`config.mk`:
```
export PLATFORM = sky130hd
export DESIGN_NAME = sram_confreg
export DESIGN_NICKNAME = d
export VERILOG_FILES = /design/src/rtl/sram_confreg.sv
export SDC_FILE = /design/constraint.sdc
export NUM_CORES = 1
export LEC_CHECK = 0
export CAP_MARGIN = 5
export CORE_UTILIZATION = 35
export DETAILED_ROUTE_END_ITERATION = 12
export HOLD_SLACK_MARGIN = 0.1
export MAX_ROUTING_LAYER = met4
export SYNTH_ARGS = -nofsm -noshare
export SYNTH_HDL_FRONTEND = slang
export SYNTH_SLANG_ARGS = --single-unit
```
`constraint.sdc`:
```
create_clock -name clk -period 5.7 [get_ports clk]
set_input_delay 1.14 -clock clk [delete_from_list [all_inputs] [get_ports clk]]
set_output_delay 1.14 -clock clk [all_outputs]
set_load 0.005 [all_outputs]
```
`src/rtl/sram_confreg.sv`:
```
// Confreg window responder for the CPU data SRAM port: board I/O registers,
// a free-running timer with compare interrupt, and a scratch register.
module sram_confreg #(
    parameter int SW_W  = 8,
    parameter int LED_W = 16
) (
    input  logic              clk,
    input  logic              resetn,
    input  logic              data_sram_en,
    input  logic [3:0]        data_sram_wen,
    input  logic [31:0]       data_sram_addr,
    input  logic [31:0]       data_sram_wdata,
    output logic [31:0]       data_sram_rdata,
    input  logic [SW_W-1:0]   switch,
    output logic [LED_W-1:0]  led,
    output logic [1:0]        led_rg0,
    output logic [1:0]        led_rg1,
    output logic [31:0]       num_data,
    output logic              timer_int
);

    localparam logic [15:0] OFF_LED      = 16'hF000;
    localparam logic [15:0] OFF_LED_RG0  = 16'hF004;
    localparam logic [15:0] OFF_LED_RG1  = 16'hF008;
    localparam logic [15:0] OFF_NUM      = 16'hF010;
    localparam logic [15:0] OFF_SWITCH   = 16'hF020;
    localparam logic [15:0] OFF_TIMER    = 16'hE000;
    localparam logic [15:0] OFF_TIMER_CMP = 16'hE004;
    localparam logic [15:0] OFF_TIMER_CTRL = 16'hE008;
    localparam logic [15:0] OFF_SCRATCH  = 16'hFFF0;

    logic [31:0]      timer_q;
    logic [31:0]      timer_cmp_q;
    logic             cmp_en_q;
    logic             irq_pending_q;
    logic [31:0]      scratch_q;
    logic [SW_W-1:0]  sw_meta_q;
    logic [SW_W-1:0]  sw_sync_q;

    logic [15:0]      off;
    logic             wr;
    logic             rd;
    logic [31:0]      rd_val;
    logic [31:0]      led_wval;
    logic [31:0]      timer_next;
    logic             irq_set;
    logic             irq_clr;
    logic             unused_addr_bits;

    function automatic logic [31:0] byte_merge(input logic [31:0] old_val,
                                               input logic [31:0] new_val,
                                               input logic [3:0]  be);
        logic [31:0] res;
        res = old_val;
        for (int i = 0; i < 4; i++) begin
            if (be[i]) res[8*i +: 8] = new_val[8*i +: 8];
        end
        return res;
    endfunction

    assign off              = {data_sram_addr[15:2], 2'b00};
    assign unused_addr_bits = ^{data_sram_addr[31:16], data_sram_addr[1:0]};
    assign wr               = data_sram_en && (data_sram_wen != 4'b0000);
    assign rd               = data_sram_en && (data_sram_wen == 4'b0000);
    assign timer_int        = irq_pending_q;

    always_comb begin
        rd_val = 32'h0;
        case (off)
            OFF_LED:        rd_val = 32'(led);
            OFF_LED_RG0:    rd_val = {30'h0, led_rg0};
            OFF_LED_RG1:    rd_val = {30'h0, led_rg1};
            OFF_NUM:        rd_val = num_data;
            OFF_SWITCH:     rd_val = 32'(sw_sync_q);
            OFF_TIMER:      rd_val = timer_q;
            OFF_TIMER_CMP:  rd_val = timer_cmp_q;
            OFF_TIMER_CTRL: rd_val = {30'h0, irq_pending_q, cmp_en_q};
            OFF_SCRATCH:    rd_val = scratch_q;
            default:        rd_val = 32'h0;
        endcase
    end

    // Compare looks at the value TIMER will hold after this edge, so the
    // match and timer_int rise together.
    always_comb begin
        led_wval   = byte_merge(32'(led), data_sram_wdata, data_sram_wen);
        timer_next = (wr && off == OFF_TIMER)
                   ? byte_merge(timer_q, data_sram_wdata, data_sram_wen)
                   : timer_q + 32'd1;
        irq_set    = cmp_en_q && (timer_next == timer_cmp_q);
        irq_clr    = wr && (off == OFF_TIMER_CTRL) && data_sram_wen[0]
                     && data_sram_wdata[1];
    end

    always_ff @(posedge clk or negedge resetn) begin
        if (!resetn) begin
            data_sram_rdata <= 32'h0;
            led             <= '0;
            led_rg0         <= 2'b00;
            led_rg1         <= 2'b00;
            num_data        <= 32'h0;
            timer_q         <= 32'h0;
            timer_cmp_q     <= 32'h0;
            cmp_en_q        <= 1'b0;
            irq_pending_q   <= 1'b0;
            scratch_q       <= 32'h0;
            sw_meta_q       <= '0;
            sw_sync_q       <= '0;
        end else begin
            sw_meta_q     <= switch;
            sw_sync_q     <= sw_meta_q;
            timer_q       <= timer_next;
            irq_pending_q <= irq_set || (irq_pending_q && !irq_clr);
            if (rd) data_sram_rdata <= rd_val;
            if (wr) begin
                case (off)
                    OFF_LED:       led <= led_wval[LED_W-1:0];
                    OFF_LED_RG0:   if (data_sram_wen[0]) led_rg0 <= data_sram_wdata[1:0];
                    OFF_LED_RG1:   if (data_sram_wen[0]) led_rg1 <= data_sram_wdata[1:0];
                    OFF_NUM:       num_data <= byte_merge(num_data, data_sram_wdata, data_sram_wen);
                    OFF_TIMER_CMP: timer_cmp_q <= byte_merge(timer_cmp_q, data_sram_wdata, data_sram_wen);
                    OFF_TIMER_CTRL: if (data_sram_wen[0]) cmp_en_q <= data_sram_wdata[0];
                    OFF_SCRATCH:   scratch_q <= byte_merge(scratch_q, data_sram_wdata, data_sram_wen);
                    default: ;
                endcase
            end
        end
    end

endmodule

```
==> flow_summary.yaml, run 1 <==
outcome:
  outcome: "finished, final reports clean"
route:
  wire_per_inst_um: 23.2
  vias: 9242
  routed_wl_mm: 37.0
  vias_per_cell: 5.79
  drtPass1Iterations: 5
  drc_errors: 0
  drt_iter0_markers: 832
  postRouteAntennaNets: 0
clock_network:
  postCtsResizedCells: 0
  clkTransAtPathRegs_ns: 0.09
  clockBufferDepth: 2
  insertion_delay_ns: 0.46
  cts_tree: "built"
  cts_buffers: 17
  root_buffer: "clkbuf_16"
  holdBufCountCts: 0
  cts_setup_buffers: 0
  clock-sinks: 198
  htree_levels: 4
setup_path:
  crit_arrival_ns: 4.76
  crit_fanout: 33
  crit_path_end_kind: "flop"
  cp-start-kind: "primary input"
  cpMostUsedCell: "buf_4"
  cp.required_ns: 6.10
  crit_path_cell_trace: "clkdlybuf4s50_1, nor3_2, nand4_2, nor2_4, buf_4, nor2_1, a22oi_1, o2111ai_1, nor4_1, buf_4, a32o_1"
  slowest_delay_ns: 0.75
  worstSetupPathType: "primary input to flop"
  crit_path_top_delay_cell: "nor2_4"
synth:
  synth-edff-count: 0
  ys_warn_count: 0
  synth_area_per_cell_um2: 10.1
  synth_nets: 1139
  ys_seq_elements: 198
  netlist_instances: 1059
  seq_area_frac_synth_pct: 46.4
  ys.flop_type: "dfrtp_1"
  syn-cell-area_um2: 10700
  synth_cell_types: 78
  async_reset_ff_share_pct: 100
layout:
  layout.cells.most_common_list: "dfrtp_1, clkdlybuf4s50_1, mux2_2, nand2_1, nor2_1"
  finalNonFillerCells: 1595
  final_nets: 1272
  fillers: 2903
  multiInputGateArea_um2: 5380
  final_common_cell: "dfrtp_1"
  area_delta_synth_final_pct: 23.7
  postLayoutCellArea_um2: 13200
  seqCellArea_um2: 4950
  drive_gt1_share_pct: 17.4
sta:
  final_max_slew_viol_count: 0
  finalSetupViolCount: 0
  rsz0062_at_grt: "false"
  setup-tns-final_ns: 0
  max_freq_ghz: 0.229
  finalWorstPathRequiredPeriod_ns: 4.36
  min_period_over_period_pct: 76.5
  tightest_slew_ns: 0.930
  hold_viol: 0
  skew_ns: 0.0184
  relSlewSlack_pct: 37.7
placed_design:
  placed_area_um2: 12600
  dp.cells: 1563
  numPortBuffers: 145
  gp_congestion: 0.975
  dp_hpwl_mm: 27.5
pwr:
  p_total_w: 0.00304
  power_density_nw_per_um2: 230
  ir_drop_mv: 0.186
  p_leak_nw: 5.48
global_route:
  grt_max_degree: 109
  grt_pass1_vias: 9266
  track_usage_pct: 25.2
  antenna_found_initial: 1
  grt_pass1_wl_mm: 57.2
  grt-ovfl-total: 0
floorplanning:
  start_util_pct: 35.8
  core_um2: 29900
  pin_count: 164
  die_height_um: 177
  rows: 63
  fp.dieArea_um2: 31200
  die_x_um: 177
job:
  cap_violations: 0
worst_hold_path:
  min_path_type: "flop to flop"
cell type report:
cell class	instances	share of cell area, %
inverters	18	0.511
clock buffers	18	3.32
diodes	1	0.0189
well taps	390	3.69
flip-flops and latches	198	37.5
repair buffers	179	13.2
clock inverters	13	1.06
multi-input cells	778	40.7
critical path, delay by kind of cell:
kind / cells / cell delay (ns)
AO/OA/AOI/OAI: 3 / 0.67
buffers and inverters: 3 / 1.00
AND/OR/NAND/NOR: 5 / 1.92
registers in the layout, indices dropped and copies added (netlist names), 2 cells and up:
name             flops
led_rg0              2
data_sram_rdata     32
led                 16
timer_q             32
timer_cmp_q         32
sw_sync_q            8
scratch_q           32
led_rg1              2
sw_meta_q            8
num_data            32
worst paths after layout:
| check | slack (ns) | from | endpoint | cells after the start |
|---|---|---|---|---|
| max | 1.34 | data_sram_addr[12] | timer_int | 11 |
| max in group asynchronous | 3.89 | resetn | scratch_q[10] | 2 |
| max reg2reg | 1.77 | timer_q[8] | timer_int | 10 |
| min | 0.35 | sw_meta_q[3] | sw_sync_q[3] | 0 |
| min reg2reg | 0.35 | sw_meta_q[3] | sw_sync_q[3] | 0 |
| min in group asynchronous | 0.79 | resetn | data_sram_rdata[25] | 1 |
power by group:
part	total, W	leakage (nW)	internal [W]	switching (W)
registers	0.00151	2.62	0.00144	0.0000737
logic	0.000307	2.58	0.000118	0.000188
clock network	0.00122	0.279	0.000628	0.000596
total	0.00304	5.48	0.00218	0.000858
synth_stat cells (4+ instances only):
| cell type | instances | area [um2] |
|---|---|---|
| nor3b_1 | 5 | 37.5 |
| o21ai_0 | 67 | 335 |
| a31oi_1 | 8 | 50.1 |
| o221ai_1 | 6 | 52.6 |
| a222oi_1 | 28 | 280 |
| buf_1 | 5 | 18.8 |
| inv_1 | 18 | 67.6 |
| xnor2_1 | 7 | 61.3 |
| and3_1 | 14 | 87.6 |
| a211o_1 | 6 | 52.6 |
| nand2_1 | 112 | 420 |
| or3_1 | 5 | 31.3 |
| xor2_1 | 8 | 70.1 |
| nor4_1 | 13 | 81.3 |
| nor2b_1 | 15 | 93.8 |
| o22ai_1 | 8 | 50.1 |
| dfrtp_1 | 198 | 4950 |
| a21oi_1 | 43 | 215 |
| nand4_1 | 22 | 138 |
| nand2b_1 | 6 | 37.5 |
| nor2_1 | 75 | 282 |
| o211ai_1 | 4 | 30.0 |
| a22oi_1 | 17 | 128 |
| and2_1 | 9 | 56.3 |
| mux2_2 | 118 | 1330 |
| or2_2 | 4 | 25.0 |
| buf_6 | 4 | 45.0 |
| clkbuf_1 | 35 | 131 |
| a211oi_1 | 17 | 128 |
| a21boi_0 | 22 | 165 |
| nor3_1 | 27 | 135 |
| and4_1 | 6 | 52.6 |
| nand3_1 | 20 | 100 |
| buf_2 | 19 | 95.1 |
| o2111ai_1 | 5 | 43.8 |
| mux2i_1 | 15 | 150 |
| o31ai_1 | 4 | 30.0 |
kinds of logic (layout without fill, tap and decap cells):
kind of cell             Yosys count  after routing  share of synthesized area, %
AND/OR/NAND/NOR                  354            354                          16.9
AO/OA/AOI/OAI                    275            275                          18.1
flip-flops                       198            198                          46.4
multiplexers                     133            133                          13.8
buffers and inverters             83            228                          3.47
XOR/XNOR                          15             15                          1.23
adder cells (fa/ha/maj)            1              1                         0.117
other                              0              1                             0
per-layer routing:
layer | GRT usage (%) | part of all wire [%] | vias to the layer above
met5 | - | 0 | -
met4 | 9.34 | 3.0 | 0
met3 | 3.91 | 4.8 | 57
met2 | 38.8 | 47 | 304
met1 | 33.4 | 46 | 4617
li1 | - | - | 4264
metrics by stage:
step	hold slack (ns)	utilization (%)	setup slack, ns
floorplan	0.331	-	2.29
global placement	0.333	42.3	0.764
detailed placement	0.336	42.3	0.851
CTS	0.351	44.2	1.33
global route	0.359	44.3	1.15
finish	0.352	44.3	1.34
(Power assumes the default switching activity.)
==> inputs of run 2 (changes only) <==
==> constraint.sdc (replaced) <==
create_clock -name clk -period 4.19 [get_ports clk]
set_input_delay 0.838 -clock clk [delete_from_list [all_inputs] [get_ports clk]]
set_output_delay 0.838 -clock clk [all_outputs]
set_load 0.005 [all_outputs]
==> run 2 against run 1 <==
Compared with the run above:
- routed wire length grew 3.7%
- setup slack lost 1.0 ns
- first-iteration DRC count grew 5.9%
- power grew 38%
- combinational power grew 62%
- clock-buffer cell count is the same
- cell count grew 3.7%
- worst hold slack lost 0.0091 ns
- core utilization grew 1.5 points
- register-to-register slack lost 1.3 ns
- clock power grew 37%
- critical endpoint unchanged
==> flow_summary.yaml, run 2 (synthesized netlist as in run 1, its figures left out) <==
pwr:
  p_seq_share_pct: 48.3
  p_comb_share_pct: 11.8
  internal_power_w: 0.00301
  pwr-share-clk_pct: 39.8
  switchingPower_w: 0.00119
  power_density_nw_per_um2: 307
  ir_drop_mv: 0.257
  p_sw_share_pct: 28.4
  p_leak_nw: 5.78
clock_network:
  cts_tree: "built"
  htree_levels: 4
  cts_buffers: 17
  insertion_delay_ns: 0.45
  clock-sinks: 198
  holdBufCountCts: 0
  clkTransAtPathRegs_ns: 0.09
  postCtsResizedCells: 0
  cts_setup_buffers: 0
  clockBufferDepth: 2
  root_buffer: "clkbuf_16"
layout:
  postLayoutCellArea_um2: 13700
  diodes: 0
  area_delta_synth_final_pct: 28.0
  drive_gt1_share_pct: 21.2
  finalNonFillerCells: 1654
  final_nets: 1331
  layout.cells.most_common_list: "dfrtp_1, clkdlybuf4s50_1, mux2_2, nand2_1, buf_4"
  seqCellArea_um2: 4950
  final_common_cell: "dfrtp_1"
  multiInputGateArea_um2: 5380
  fillers: 2934
placed_design:
  gp_congestion: 0.999
  dp_hpwl_mm: 29.2
  place_ws_ns: -0.115
  dp.cells: 1622
  placed_area_um2: 13100
  numPortBuffers: 145
global_route:
  grt_util_met1_pct: 35.1
  grt_use_met3_pct: 3.74
  track_usage_pct: 26.1
  grt_pass1_vias: 9510
  grt_busiest_layer: "met2"
  antenna_found_initial: 0
  grt_pass1_wl_mm: 59.1
  globalRouteMet2Util_pct: 40.5
  grt_max_degree: 85
  grt-ovfl-total: 0
sta:
  finalSetupViolCount: 0
  skew_ns: 0.0173
  finalWorstSetupSlack_ns: 0.318
  finalWorstPathRequiredPeriod_ns: 3.87
  relSlewSlack_pct: 50.8
  rsz0062_at_grt: "false"
  min_period_over_period_pct: 92.4
  hold_viol: 0
  tightest_slew_ns: 0.738
  final_max_slew_viol_count: 0
  max_freq_ghz: 0.258
setup_path:
  crit_arrival_ns: 4.27
  cp.required_ns: 4.58
  cp-start-kind: "primary input"
  crit_path_end_kind: "flop"
  r2r_cells: 10
  crit_fanout: 12
  worstSetupPathType: "primary input to flop"
worst_hold_path:
  min_path_type: "flop to flop"
  worst_hold_path.num_cells: 0
outcome:
  outcome: "finished, final reports clean"
route:
  drt_iter0_markers: 881
  vias: 9518
  routed_wl_mm: 38.4
  wire_per_inst_um: 23.2
  drtPass1Iterations: 8
  postRouteAntennaNets: 0
  vias_per_cell: 5.75
  drc_errors: 0
job:
  cap_violations: 0
floorplanning:
  rows: 63
  core_um2: 29900
  die_height_um: 177
  fp.dieArea_um2: 31200
  pin_count: 164
  die_x_um: 177
  start_util_pct: 35.8
[run 2: changes by cell type in the layout (fill, tap and decap cells not counted), sizes merged]
cell | before | now
buf | 34 | 93
clkinvlp | 2 | 5
clkinv | 4 | 3
diode | 1 | 0
inv | 24 | 23
[run 2: area by class of cell]
cell class	count	area share, %
Tap cell	390	3.57
Multi-Input combinational cell	778	39.3
Sequential cell	198	36.2
Timing Repair Buffer	238	16.1
Clock inverter	14	1.04
Inverter	18	0.494
Clock buffer	18	3.21
[run 2: path summary, 6_finish.rpt]
path	start	endpoint	slack, ns
worst min register to register	sw_meta_q[5]	sw_sync_q[5]	0.34
worst max-delay path	data_sram_addr[7]	timer_int	0.32
worst max register to register	timer_q[7]	timer_int	0.49
max in group asynchronous	resetn	scratch_q[3]	2.84
worst min-delay path	sw_meta_q[5]	sw_sync_q[5]	0.34
min in group asynchronous	resetn	num_data[24]	0.43
[run 2: metal layers]
metal	share of wire, %	vias to the layer above	routed length (um)
li1	-	4349	-
met2	47	331	18100
met4	2.3	0	888
met5	0	-	0
met3	5.3	46	2030
met1	45	4792	17400
[run 2: per-stage QoR]
stage          hold slack, ns  total power (W)  util, %  TNS, ns
4_1_cts                 0.342          0.00424     45.8        0
6_report                0.343          0.00420     45.8        0
3_3_place_gp            0.333          0.00255     43.8  -0.0248
5_1_grt                 0.359          0.00436     45.8        0
3_5_place_dp            0.335          0.00255     43.8   -0.115
2_1_floorplan           0.331          0.00228        -        0
[run 2: power groups by stage]
stage               sequential (W)  clock (W)  combinational [W]
floorplan                  0.00203          0           0.000249
global placement           0.00206          0           0.000491
detailed placement         0.00206          0           0.000491
CTS                        0.00203    0.00172           0.000494
global route               0.00204    0.00179           0.000534
finish                     0.00203    0.00167           0.000497
[run 2: critical path, stage by stage]
cell             delay [ns]
clkdlybuf4s50_1        0.45
nor4_4                 0.34
nand4_2                0.33
buf_4                  0.31
or3_1                  0.49
a21oi_1                0.18
nor2_1                 0.08
xnor2_1                0.16
buf_4                  0.16
nand3_1                0.07
nor4_1                 0.50
buf_4                  0.20
a32o_1                 0.14
